File: src/rtl/ui_button_event_decoder.sv
// ui_button_event_decoder
// Turns the debounced, active-low button level into one-cycle gesture pulses
// (short, long, double) plus a "held" level for the mode/song-select logic.
//
// Output protocol: short_press, long_press and double_press are strobes.
// Each one is high for exactly one cycle per recognised gesture. At most one
// of them is high in any cycle. There is no back-pressure, so the consumer
// must sample every cycle.
module ui_button_event_decoder #(
  parameter int LONG_PRESS_CYCLES = 50_000_000,
  parameter int DOUBLE_GAP_CYCLES = 15_000_000
) (
  input  logic       clock_50Mhz,
  input  logic       reset,
  input  logic       buttonWire_n,
  output logic       short_press,
  output logic       long_press,
  output logic       double_press,
  output logic       held,
  output logic [2:0] dbg_state
);

  localparam int MAX_CYCLES = (LONG_PRESS_CYCLES > DOUBLE_GAP_CYCLES) ?
                              LONG_PRESS_CYCLES : DOUBLE_GAP_CYCLES;
  localparam int CW = $clog2(MAX_CYCLES) + 1;

  // Counter values compared on the edge that completes each window
  localparam logic [CW-1:0] LONG_HIT = CW'(LONG_PRESS_CYCLES - 2);
  localparam logic [CW-1:0] GAP_HIT  = CW'(DOUBLE_GAP_CYCLES - 1);
  localparam logic [CW-1:0] CNT_MAX  = '1;

  typedef enum logic [2:0] {
    ARM       = 3'd0,
    IDLE      = 3'd1,
    PRESS1    = 3'd2,
    WAIT_GAP  = 3'd3,
    PRESS2    = 3'd4,
    LONG_HELD = 3'd5
  } state_t;

  state_t        state_q, state_d;
  logic [CW-1:0] cnt_q, cnt_d;
  logic          short_q, short_d;
  logic          long_q, long_d;
  logic          double_q, double_d;

  logic pressed;
  assign pressed = ~buttonWire_n;

  // Next-state, next-count and next-pulse decode
  always_comb begin
    state_d  = state_q;
    short_d  = 1'b0;
    long_d   = 1'b0;
    double_d = 1'b0;

    case (state_q)
      ARM: begin
        // A press that was already down at reset must be released first
        if (!pressed) state_d = IDLE;
      end
      IDLE: begin
        if (pressed) state_d = PRESS1;
      end
      PRESS1: begin
        // Release has priority over reaching the long threshold
        if (!pressed) begin
          state_d = WAIT_GAP;
        end else if (cnt_q == LONG_HIT) begin
          state_d = LONG_HELD;
          long_d  = 1'b1;
        end
      end
      WAIT_GAP: begin
        // A press on the expiry edge still counts as a double press
        if (pressed) begin
          state_d  = PRESS2;
          double_d = 1'b1;
        end else if (cnt_q == GAP_HIT) begin
          state_d = IDLE;
          short_d = 1'b1;
        end
      end
      PRESS2: begin
        if (!pressed) state_d = IDLE;
      end
      LONG_HELD: begin
        if (!pressed) state_d = IDLE;
      end
      default: begin
        state_d = ARM;
      end
    endcase

    // The counter measures time spent in the current state. It saturates.
    if (state_d != state_q) begin
      cnt_d = '0;
    end else if (cnt_q != CNT_MAX) begin
      cnt_d = cnt_q + 1'b1;
    end else begin
      cnt_d = cnt_q;
    end
  end

  // State, counter and pulse registers. Reset drops any pulse due on that edge.
  always_ff @(posedge clock_50Mhz) begin
    if (reset) begin
      state_q  <= ARM;
      cnt_q    <= '0;
      short_q  <= 1'b0;
      long_q   <= 1'b0;
      double_q <= 1'b0;
    end else begin
      state_q  <= state_d;
      cnt_q    <= cnt_d;
      short_q  <= short_d;
      long_q   <= long_d;
      double_q <= double_d;
    end
  end

  assign short_press  = short_q;
  assign long_press   = long_q;
  assign double_press = double_q;
  assign held         = (state_q == PRESS1) || (state_q == PRESS2) ||
                        (state_q == LONG_HELD);
  assign dbg_state    = state_q;

endmodule

File: config.mk
export PLATFORM = sky130hd
export DESIGN_NAME = ui_button_event_decoder
export DESIGN_NICKNAME = d
export VERILOG_FILES = /design/src/rtl/ui_button_event_decoder.sv
export SDC_FILE = /design/constraint.sdc
export NUM_CORES = 1
export LEC_CHECK = 0
export BUFFER_PORTS_ARGS = -buffer_cell sky130_fd_sc_hd__buf_2
export CAP_MARGIN = 10
export CORE_MARGIN = 2
export CORE_UTILIZATION = 38
export CTS_BUF_LIST = sky130_fd_sc_hd__clkbuf_8
export DETAILED_ROUTE_END_ITERATION = 10
export PLACE_DENSITY = 0.56
export SETUP_SLACK_MARGIN = 0.5
export SYNTH_ARGS = -nofsm -noshare
export SYNTH_HDL_FRONTEND = slang
export SYNTH_SLANG_ARGS = --single-unit
File: constraint.sdc
create_clock -name clock_50Mhz -period 2.9 [get_ports clock_50Mhz]
set_input_delay 0.145 -clock clock_50Mhz [delete_from_list [all_inputs] [get_ports clock_50Mhz]]
set_output_delay 0.145 -clock clock_50Mhz [all_outputs]
set_load 0.02 [all_outputs]
==> impl_summary.md <==
Worst setup path
The kind of cell adding the most delay to the critical path is simple AND/OR/NAND/NOR gates. The stage delay of the slowest cell on the critical path is 0.64 ns. The required time of the critical path is 3.11 ns. In this run the worst path has a maximum fanout of 9. Traced cell by cell, the critical path runs through and4_1 -> or4b_1 -> or4_4 -> a211oi_2. The type of origin of the critical path is a register.

The worst path buffer plus inverter count is 0. The sort of element at the end of the critical path is a register. The worst setup path is of the reg2reg kind.

At the worst endpoint, the arrival time is 2.45 ns. Among all stages on the critical path, the largest delay is contributed by sky130_fd_sc_hd__or4b_1.

Clock tree
The TritonCTS clock tree is done. The depth of the CTS H-tree is 2. The number of hold buffers added after CTS was 0. The root buffer cell chosen for the clock tree is sky130_fd_sc_hd__clkbuf_8. After clock tree synthesis, the clock-pin slew on the worst setup and hold paths is 0.06 ns. In this run, post-CTS repair resized a total of 0 instances. Clock latency on the worst-skew pair, taken at its later pin, is 0.29 ns. The largest buffer count on any clock path is 2.

The total CTS buffers is 5. The clock sink count is 33. The number of post-CTS setup repair buffers is 0.

Route
The first-pass detailed-route iteration total is 4. The post-route antenna net violation count is 0. The routed layout has 1,622 vias. The sum of routed wire length over all layers is 4.22 mm. In the routed layout, each cell is associated on average with a via count of 5.81. The number of remaining DRC errors is 0. The starting DRC count in detailed routing is 145. The per-cell routed wire length is 15.1 um.

Synth
The number of warnings printed during yosys synthesis is 0. The simple-gate share of the synthesized area is 0.337. The dominant combinational cell family by area after synthesis is simple AND/OR/NAND/NOR gates. Of the post-synthesis cell area, the part taken by muxes is 0.0111. Of the total synthesized cell area, the portion taken by XOR and XNOR cells is 0.0922. The gate count after technology mapping is 215. The synthesized design contains 0 enable-type register cells. The post-synthesis share of cell area spent on full adders, half adders and majority gates is 0.0139. The post-synth design cell area is 1810 um2. The post-synth net total is 220. The share of the Yosys chip area taken by registers is 0.366.

The fraction of registers with async set/reset is 0. The predominant post-synthesis flop cell is sky130_fd_sc_hd__dfxtp_1. The compound-cell area share of the yosys netlist is 0.139. The synthesized area per cell is 8.40 um2. The number of different library cells in the post-synthesis netlist is 43. The synthesized design contains 33 register bits.

Final layout
The proportion of layout cells with a drive suffix above 1 is 0.147. The net count reported at finish is 230. The final antenna diode count is 0. The commonest non-fill, non-tap cell in the layout is sky130_fd_sc_hd__dfxtp_1. The final cell area excluding filler cells is 2010 um2. In the layout the commonest cells are 33 x sky130_fd_sc_hd__dfxtp_1, 18 x sky130_fd_sc_hd__xnor2_1, 18 x sky130_fd_sc_hd__nor3_1. The synthesis-to-finish area growth is 11.1%.

Die
The initial utilization of the core area, before any placement, comes to 0.387. The die boundary width is 72.9 um. The die is 72.9 um tall. The row count is 25.

The overall die area is 5320 um2. The number of top-level pins is 10. The core box area is 4660 um2.

Timing
The smallest hold slack is 0.0896 ns. The count of endpoints failing hold in the final timing report is 0. The max-slew violation total from the final report is 0. Of the available clock period, the critical path in the final layout requires 0.773. Setup repair after global routing left no endpoint under its margin. The total of endpoints with negative setup slack in the final report is 0.

After layout, the minimum clock period comes to 2.24 ns. The worst pin sits at a relative slew slack of 0.732. Static timing analysis puts the maximum clock frequency at 446 MHz. In the final timing run, aggregate negative setup slack is 0 ns.

For the pin with the worst max-slew slack, the measured transition is 0.402 ns. For the final database, setup skew stands at 0.00461 ns.

Global route
The first global-routing pass estimated 7.26 mm of wire. The largest net degree at the start of global routing is 28. The total routing usage reported by global routing is 0.175.

The via count of the first global-routing pass is 1,500. The initial antenna violation count is 0. The total global routing overflow is 0.

Outcome
The flow ran to the end, and the final reports show no timing, DRC or antenna violations.

Power
The worst-case IR drop observed on VDD is 0.242 mV. For this design the ratio of total power to cell area is 432 nW/um2. The design draws 867 uW.

The analysis attributes to cell leakage a power of 0.000649 uW.

Placement
The count of input and output buffers is 9. The congestion estimate from routability-driven global placement came to 0.844. The placed instances occupy a cell area of 1910 um2.

The post-detailed-placement half-perimeter wirelength is 2.87 mm.

Hold path
The class of the tightest hold or removal check is in2reg.

Flow run
Max-cap violations in this run came to 0.
-- state kept, by name (all words and copies together) (netlist names) --
register,flops
cnt_q,27
short_press,1
double_press,1
long_press,1
dbg_state,3
-- final cells by class --
cell class              count  area (um2)
flip-flops and latches     33         661
clock inverters             1        3.75
well taps                  54        67.6
repair buffers             14        82.6
fillers                   463        2660
multi-input cells         166        1090
inverters                   5        18.8
clock buffers               6        82.6
-- logic make-up (layout without fill, tap and decap cells) --
kind of cell             after synthesis  after routing
adder cells (fa/ha/maj)                2              2
multiplexers                           2              2
AO/OA/AOI/OAI                         36             36
flip-flops                            33             33
AND/OR/NAND/NOR                      107            107
XOR/XNOR                              19             19
buffers and inverters                 16             26
-- per-layer routing --
layer | up-vias | global-route usage | routed length, um | share of wire
li1 | 821 | - | - | -
met1 | 735 | 0.241 | 2060 | 0.49
met2 | 54 | 0.270 | 1890 | 0.45
met3 | 12 | 0.0373 | 211 | 0.050
met4 | 0 | 0.0617 | 59 | 0.014
met5 | - | 0 | 0 | 0
-- where the power goes --
group	total (uW)	leakage [uW]	switching [uW]	internal, uW
clock network	345	0.0000485	161	185
registers	468	0.000267	8.58	459
logic	54.0	0.000334	35.6	18.4
-- worst reg2reg max path: cells and delay by family, from the launching register on --
kind | cells | cell delay [ns]
AND/OR/NAND/NOR | 3 | 1.53
flip-flops | 1 | 0.42
AO/OA/AOI/OAI | 1 | 0.21
-- stage by stage --
step | setup slack (ns) | std cells | util
6_report | 0.659 | 279 | 0.430
5_1_grt | 0.532 | 279 | 0.430
4_1_cts | 0.595 | 279 | 0.428
3_5_place_dp | 0.626 | 272 | 0.409
3_3_place_gp | 0.635 | 272 | 0.409
2_1_floorplan | 0.847 | 215 | -
-- worst paths after layout --
| path | from | end | slack, ns | cells after the start |
|---|---|---|---|---|
| max reg2reg | cnt_q[3] | cnt_q[21] | 0.66 | 4 |
| min | reset | dbg_state[2] | 0.09 | 2 |
| min reg2reg | cnt_q[23] | cnt_q[23] | 0.52 | 2 |
| max | cnt_q[3] | cnt_q[21] | 0.66 | 4 |
-- cells in the mapped netlist, types with 2 or more instances --
| master | instances | area, um2 |
|---|---|---|
| sky130_fd_sc_hd__mux2i_1 | 2 | 20.0 |
| sky130_fd_sc_hd__nor3_1 | 18 | 90.1 |
| sky130_fd_sc_hd__nand2_1 | 15 | 56.3 |
| sky130_fd_sc_hd__nor2_1 | 17 | 63.8 |
| sky130_fd_sc_hd__buf_2 | 4 | 20.0 |
| sky130_fd_sc_hd__or4_1 | 5 | 37.5 |
| sky130_fd_sc_hd__o31ai_1 | 4 | 30.0 |
| sky130_fd_sc_hd__xnor2_1 | 18 | 158 |
| sky130_fd_sc_hd__nand2b_1 | 2 | 12.5 |
| sky130_fd_sc_hd__a31oi_1 | 2 | 12.5 |
| sky130_fd_sc_hd__clkbuf_1 | 6 | 22.5 |
| sky130_fd_sc_hd__and2_1 | 2 | 12.5 |
| sky130_fd_sc_hd__dfxtp_1 | 33 | 661 |
| sky130_fd_sc_hd__a211oi_1 | 8 | 60.1 |
| sky130_fd_sc_hd__nand3_1 | 9 | 45.0 |
| sky130_fd_sc_hd__nand4b_1 | 2 | 17.5 |
| sky130_fd_sc_hd__nor4_1 | 5 | 31.3 |
| sky130_fd_sc_hd__a21oi_1 | 15 | 75.1 |
| sky130_fd_sc_hd__or3_1 | 4 | 25.0 |
| sky130_fd_sc_hd__o21ai_0 | 2 | 10.0 |
| sky130_fd_sc_hd__and4_1 | 2 | 17.5 |
| sky130_fd_sc_hd__ha_1 | 2 | 25.0 |
| sky130_fd_sc_hd__nand4_1 | 10 | 62.6 |
| sky130_fd_sc_hd__and3_1 | 5 | 31.3 |
| sky130_fd_sc_hd__inv_1 | 5 | 18.8 |
Power figures use the tool's default switching activity.
